File: config.mk
export PLATFORM = sky130hd
export DESIGN_NAME = mul_seq_param
export DESIGN_NICKNAME = d
export VERILOG_FILES = /design/src/rtl/mul_seq_param.sv
export SDC_FILE = /design/constraint.sdc
export NUM_CORES = 1
export LEC_CHECK = 0
export CORE_ASPECT_RATIO = 0.75
export CORE_MARGIN = 10
export CORE_UTILIZATION = 32
export CTS_CLUSTER_DIAMETER = 100
export DETAILED_ROUTE_END_ITERATION = 8
export PLACE_DENSITY_LB_ADDON = 0.1
export SYNTH_ARGS = -nofsm -noshare
export SYNTH_HDL_FRONTEND = slang
export SYNTH_SLANG_ARGS = --single-unit
File: constraint.sdc
create_clock -name clk -period 5.05 [get_ports clk]
set_input_delay 1.515 -clock clk [delete_from_list [all_inputs] [get_ports clk]]
set_output_delay 1.515 -clock clk [all_outputs]
set_load 0.1 [all_outputs]
File: src/rtl/mul_seq_param.sv
// Iterative WIDTH x WIDTH multiplier retiring STEP multiplier bits per clock.
// Operands are reduced to magnitudes at start; the product sign is restored on the final edge.
module mul_seq_param #(
    parameter int WIDTH = 32,
    parameter int STEP  = 1
) (
    input  logic                 clk,
    input  logic                 rst,
    input  logic                 signed_mul_i,
    input  logic [WIDTH-1:0]     opdata1_i,
    input  logic [WIDTH-1:0]     opdata2_i,
    input  logic                 start_i,
    input  logic                 annul_i,
    output logic [2*WIDTH-1:0]   result_o,
    output logic                 ready_o,
    output logic                 busy_o
);

    // state | meaning
    // IDLE  | waiting for start_i (annul_i masks a request)
    // CALC  | one STEP-bit iteration per edge, busy_o high
    // DONE  | result_o valid, ready_o high until start_i drops or annul_i
    typedef enum logic [1:0] {
        IDLE = 2'd0,
        CALC = 2'd1,
        DONE = 2'd2
    } state_t;

    localparam int N  = WIDTH / STEP;
    localparam int CW = $clog2(N) + 1;
    localparam logic [CW-1:0] LAST = CW'(N - 1);

    state_t                r_state;
    state_t                w_state_next;
    logic                  w_accept;
    logic                  w_finish;
    logic                  w_abort;
    logic                  w_done_exit;

    logic                  r_sgn;
    logic [2*WIDTH-1:0]    r_mcand;
    logic [WIDTH-1:0]      r_mplier;
    logic [2*WIDTH-1:0]    r_acc;
    logic [CW-1:0]         r_cnt;
    logic [2*WIDTH-1:0]    r_result;
    logic                  r_ready;
    logic                  r_busy;

    logic [WIDTH-1:0]      w_op1_mag;
    logic [WIDTH-1:0]      w_op2_mag;
    logic [2*WIDTH-1:0]    w_pp;
    logic [2*WIDTH-1:0]    w_acc_next;

    // The most negative value negates to itself, which is already its unsigned magnitude.
    assign w_op1_mag = (signed_mul_i && opdata1_i[WIDTH-1]) ? -opdata1_i : opdata1_i;
    assign w_op2_mag = (signed_mul_i && opdata2_i[WIDTH-1]) ? -opdata2_i : opdata2_i;

    always_comb begin
        w_pp = '0;
        for (int k = 0; k < STEP; k++) begin
            if (r_mplier[k]) begin
                w_pp = w_pp + (r_mcand << k);
            end
        end
    end

    assign w_acc_next = r_acc + w_pp;

    always_ff @(posedge clk or negedge rst) begin
        if (!rst) begin
            r_state <= IDLE;
        end else begin
            r_state <= w_state_next;
        end
    end

    always_comb begin
        w_state_next = r_state;
        w_accept     = 1'b0;
        w_finish     = 1'b0;
        w_abort      = 1'b0;
        w_done_exit  = 1'b0;
        case (r_state)
            IDLE: begin
                if (start_i && !annul_i) begin
                    w_state_next = CALC;
                    w_accept     = 1'b1;
                end
            end
            CALC: begin
                if (annul_i) begin
                    w_state_next = IDLE;
                    w_abort      = 1'b1;
                end else if (r_cnt == LAST) begin
                    w_state_next = DONE;
                    w_finish     = 1'b1;
                end
            end
            DONE: begin
                if (annul_i || !start_i) begin
                    w_state_next = IDLE;
                    w_done_exit  = 1'b1;
                end
            end
            default: begin
                w_state_next = IDLE;
            end
        endcase
    end

    always_ff @(posedge clk or negedge rst) begin
        if (!rst) begin
            r_sgn    <= 1'b0;
            r_mcand  <= '0;
            r_mplier <= '0;
            r_acc    <= '0;
            r_cnt    <= '0;
            r_result <= '0;
            r_ready  <= 1'b0;
            r_busy   <= 1'b0;
        end else begin
            if (w_accept) begin
                r_sgn    <= signed_mul_i & (opdata1_i[WIDTH-1] ^ opdata2_i[WIDTH-1]);
                r_mcand  <= {{WIDTH{1'b0}}, w_op1_mag};
                r_mplier <= w_op2_mag;
                r_acc    <= '0;
                r_cnt    <= '0;
                r_busy   <= 1'b1;
            end else if (w_abort) begin
                r_busy   <= 1'b0;
            end else if (r_state == CALC) begin
                r_acc    <= w_acc_next;
                r_mcand  <= r_mcand << STEP;
                r_mplier <= r_mplier >> STEP;
                r_cnt    <= r_cnt + CW'(1);
                if (w_finish) begin
                    r_result <= r_sgn ? -w_acc_next : w_acc_next;
                    r_ready  <= 1'b1;
                    r_busy   <= 1'b0;
                end
            end else if (w_done_exit) begin
                r_ready  <= 1'b0;
            end
        end
    end

    assign result_o = r_result;
    assign ready_o  = r_ready;
    assign busy_o   = r_busy;

endmodule

Yosys cells after proc, flatten, opt, wreduce, memory -nomap -nowiden
Index checks and enable logic that the tools add are counted.
Widths: inputs -> output; s select.
{"block": "op_classes", "add_sub_neg": 5, "multipliers": 0, "div": 0, "n_lt_le_gt_ge": 0, "n_eq_ne": 8, "shifts": 0, "n_mux": 37, "bitwise_logic": 4, "n_reduce_logical": 16}
{"operator": "$mux 64", "n": 8}
{"operator": "$mux 32", "n": 5}
{"operator": "$add 64x64->64", "n": 1}
{"operator": "$neg 32->32", "n": 2}
{"operator": "$neg 64->64", "n": 1}
{"operator": "$mux 6", "n": 3}
{"operator": "$mux 1", "n": 16}
{"operator": "$mux 2", "n": 4}
{"operator": "$ne 2x2->1 const B", "n": 4}
{"operator": "$reduce_and 4->1", "n": 2}
{"operator": "$add 6x1->6 const B", "n": 1}
{"operator": "$eq 6x5->1 const B", "n": 1}
{"operator": "$pmux 2 s3", "n": 1}
{"operator": "$reduce_bool 3->1", "n": 2}
{"operator": "$reduce_and 2->1", "n": 2}
{"operator": "$reduce_bool 2->1", "n": 2}
{"operator": "$logic_and 1x1->1", "n": 3}
{"operator": "$ne 3x3->1 const B", "n": 1}
{"operator": "$reduce_and 3->1", "n": 1}
{"operator": "$eq 2x1->1 const B", "n": 1}
{"operator": "$eq 2x2->1 const B", "n": 1}
{"operator": "$logic_not 1->1", "n": 2}
{"operator": "$logic_not 2->1", "n": 1}
{"operator": "$not 1->1", "n": 2}
{"operator": "other kinds (3)", "n": 3}
{"block": "totals", "regBits": 235, "latch_bits": 0, "mem_bits_rw": 0, "romBits": 0, "input_bits": 69, "out_inout_bits": 66, "wordCells": 79, "memories": 0}

Logic depth before layout (Yosys ltp)
{"block": "logic_depth", "word_depth": 8, "ltp_mapped": 19, "depth_no_buf": 16}

Worst setup path after synthesis
No wires, ideal clock.
{"block": "synth_path", "kind": "register -> register", "start": "register r_mplier[0]", "end": "register r_result[54], in the netlist result_o[54]", "setup_ns": 0.129, "arrival_time_ns": 4.611, "t_required_ns": 4.921, "setup_slack_ns": 0.310, "path_stages_with_launch": 20, "n_path_buf": 3, "synth_period_minus_slack_ns": 4.740, "cell_sequence": "dfrtp_1 clkbuf_1 clkbuf_1 and2_1 ha_1 inv_1 fa_1 nor2b_4 o311a_1 o31ai_2 a21oi_1 or3_4 a2111oi_4 nand4b_4 or3_4 or4b_4 buf_6 o41ai_2 xor2_1 o21ai_1"}
{"block": "synth_between", "elab_chain_cells": 4}
{"item": "start: declaration", "line": "42", "source": "logic [WIDTH-1:0] r_mplier;"}
{"item": "start signal: assignment", "line": "125", "source": "r_mplier <= w_op2_mag;"}
{"item": "start signal: assignment", "line": "134", "source": "r_mplier <= r_mplier >> STEP;"}
{"item": "$mux 64 (*)", "line": "61", "source": "if (r_mplier[k]) begin"}
{"item": "$add 64x64->64 (*)", "line": "67", "source": "assign w_acc_next = r_acc + w_pp;"}
{"item": "$neg 64->64", "line": "137", "source": "r_result <= r_sgn ? -w_acc_next : w_acc_next;"}
{"item": "$mux 64 (*)", "line": "137"}
{"item": "end signal: assignment", "line": "137"}
{"item": "end: declaration", "line": "45", "source": "logic [2*WIDTH-1:0] r_result;"}
Every way passes the cells marked *; elsewhere a longest branch is shown, timed or not.
A chain may end at the register's enable or synchronous reset.

Final worst setup path
Ends and elaborated chain as after synthesis.

==> impl_metrics.tcl <==
set metrics [dict create \
    rr_worst_depth 16 \
    die_h_um 217.8 \
    drc_errors 0 \
    clk_pin_slew_ns 0.06 \
    end_kind "register" \
    rr_startpoint "r_mplier[0]$_DFFE_PN0P_" \
    drv_cap 0 \
    place.gp.congestion 0.9352 \
    cts.sinks 235 \
    hold_depth 2 \
    root_buffer "clkbuf_16" \
    syn_area_per_cell_um2 8.167 \
    maxSlewHeadroom_pct 21.81 \
    syn-num-nets 2182 \
    fmax_mhz 202.4 \
    io_pins 135 \
    post_drt_wl_per_cell_um 20.03 \
    synth_edf_count 0 \
    netlist.area_leader.share_pct 35.21 \
    p_per_area_mw_per_mm2 277.0 \
    tightest_slew_ns 1.173 \
    drtIter0Drc 1219 \
    synth_xor_xnor_area_share_pct 8.758 \
    start_kind "register" \
    synth-simple-area-share_pct 20.59 \
    grt_antenna_before_repair 2 \
    seq_area_frac_synth_pct 35.21 \
    overflow 0 \
    hold_viol 0 \
    critPathRequiredTime_ns 5.49 \
    dr.pass1.iters 5 \
    layout.nets 2485 \
    whs_ns 0.4756 \
    drv_slew 0 \
    postSynth.asyncResetShare_pct 100.0 \
    setup_ws_ns 0.1105 \
    leakage_nw 9.362 \
    min_period_over_period_pct 97.81 \
    synth_most_common_cell "nand2_1" \
    synth_top_family_by_area "compound AO/OA/AOI/OAI gates" \
    finish.utilization_pct 41.93 \
    hold_buffers 0 \
    synth-seq-cells 235 \
    dieArea_mm2 0.06182 \
    drt_wl_total_um 61540 \
    arrival_ns 5.38 \
    row_count 72 \
    fin_total_pwr_mw 5.996 \
    min_from "result_o[20]$_DFFE_PN0P_" \
    postSynthCellCount 2045 \
    yosys-mux-area-fraction_pct 0.1798 \
    clock_skew_ns 0.01419 \
    die_width_um 283.8 \
    htree_levels 1 \
    ys_top_cells_by_count "nand2_1 (322), dfrtp_1 (235), o21ai_0 (233), a21oi_1 (159), clkbuf_1 (115)" \
    initial_core_util_pct 32.35 \
    clockBufferDepth 3 \
    synthFlopType "dfrtp_1" \
    synthAdderAreaFrac_pct 5.139 \
    grt_setup_unrepaired "true" \
    synth_compound_area_share_pct 26.52 \
    port_buffers 134 \
    syn_area_mm2 0.01670 \
    grt_first_pass_wirelength_um 94720 \
    outcome "finished clean" \
    cts_tree "built" \
    grt_max_degree 110 \
    hp-class "register to register" \
    place_ws_ns 0.0005707 \
    crit_start "r_mplier[0]$_DFFE_PN0P_" \
    final-setup-viol-count 0 \
    min_period_ns 4.940 \
    yosys_warnings 0 \
    synthTopCellsByArea "dfrtp_1 (35%), nand2_1 (7.2%), o21ai_0 (7.0%), ha_1 (5.0%), a21oi_1 (4.8%)" \
    cts_buffers 27 \
    areaGrowthSynthToFinish_pct 29.60 \
    clk_latency_ns 0.57 \
    setup_tns_ns 0 \
    path_class "register to register" \
    synth_top_area_cell "dfrtp_1" \
    drive_above_1_share_pct 16.04 \
    vias 16340 \
    ir_drop_mv 0.2790 \
    ant_nets 0 \
    grt_pass1_vias 15781 \
    viasPerCell 5.317 \
    critPathMaxFanout 29 \
    design.core.area_mm2 0.05162 \
    dp.final_hpwl_um 47530 \
    grtUsageTotal_pct 19.01 \
    synth_cell_type_count 87 \
]
## per-layer routing
metal  global-route usage [%]  wire [um]  vias to the layer above
met4                    3.877       1139                        2
met1                    29.25      31900                     7858
met3                    3.207       3367                       62
met5                        0         13                        -
li1                         -          -                     8023
met2                    27.06      25120                      395
## what timing repair did
action                                 in CTS  in global routing
buffers inserted                            2                  6
pin swaps                                   1                  8
cloned                                      0                  1
setup endpoints to repair                   2                 23
gates resized for setup                     2                 55
endpoints found under the hold margin       0                  0
## placed cells by master (no fill, tap or decap), types with 20 or more instances in the layout
| cell | instances |
|---|---|
| nand2_1 | 319 |
| buf_4 | 257 |
| dfrtp_1 | 233 |
| o21ai_0 | 226 |
| a21oi_1 | 152 |
| clkdlybuf4s50_1 | 133 |
| nor2_1 | 113 |
| xnor2_1 | 85 |
| xor2_1 | 81 |
| and2_1 | 75 |
| ha_1 | 66 |
| nor3_1 | 50 |
| a22oi_1 | 47 |
| a22o_1 | 45 |
| inv_1 | 34 |
| nand4_1 | 32 |
| clkbuf_16 | 27 |
| o31ai_1 | 22 |
| o21a_1 | 20 |
| nand3_1 | 20 |
## critical path, stage by stage, from the launching register on
cell and delay, ns:
dfrtp_2 0.44, buf_8 0.17, and2_1 0.15, ha_1 0.32, nor2b_4 0.16, o311ai_2 0.21
buf_4 0.16, a21oi_1 0.07, or3_1 0.42, a2111o_1 0.44, or3_4 0.35, nand4b_4 0.19
or3_4 0.44, or4b_4 0.68, o41ai_4 0.33, xor2_1 0.20, o21ai_1 0.07
## report_power, final
group,internal (mW),switching (mW)
Sequential,2.04,0.147
Clock,1.19,0.832
Combinational,0.782,1.00
## cell families (layout without fill, tap and decap cells)
| kind of cell | after synthesis | in the layout |
|---|---|---|
| mux | 3 | 3 |
| fa+ha+maj | 68 | 68 |
| flops | 235 | 235 |
| other cells | 0 | 1 |
| buf+inv | 157 | 480 |
| simple gates | 719 | 720 |
| compound gates | 696 | 696 |
| xor+xnor | 167 | 167 |
## per-stage QoR
step	area (um2)	cells
2_1_floorplan	16700	2045
3_5_place_dp	20430	3013
5_1_grt	21640	3072
4_1_cts	21350	3065
6_report	21640	3073
3_3_place_gp	20430	3013
## state kept, by name (all words and copies together), names as in the netlist
register,count
busy_o,1
r_acc,64
r_cnt,6
r_mcand,64
r_mplier,32
r_sgn,1
r_state,2
ready_o,1
result_o,64
## layout make-up
| class | instances | area, um2 |
|---|---|---|
| inverter | 34 | 127.6 |
| antenna | 1 | 2.502 |
| timing repair buffer | 396 | 3362 |
| clock inverter | 10 | 135.1 |
| sequential | 235 | 5883 |
| multi-input combinational | 1654 | 10500 |
| tap | 703 | 879.6 |
| clock buffer | 40 | 754.5 |
| fill | 5238 | 29980 |
## final timing paths
kind	to	slack (ns)
max	result_o[54]$_DFFE_PN0P_	0.11
max in group asynchronous	result_o[32]$_DFFE_PN0P_	3.15
min in group asynchronous	result_o[10]$_DFFE_PN0P_	0.99
min reg2reg	result_o[20]$_DFFE_PN0P_	0.48
min	result_o[20]$_DFFE_PN0P_	0.48
max reg2reg	result_o[54]$_DFFE_PN0P_	0.11
Power figures use the tool's default switching activity.
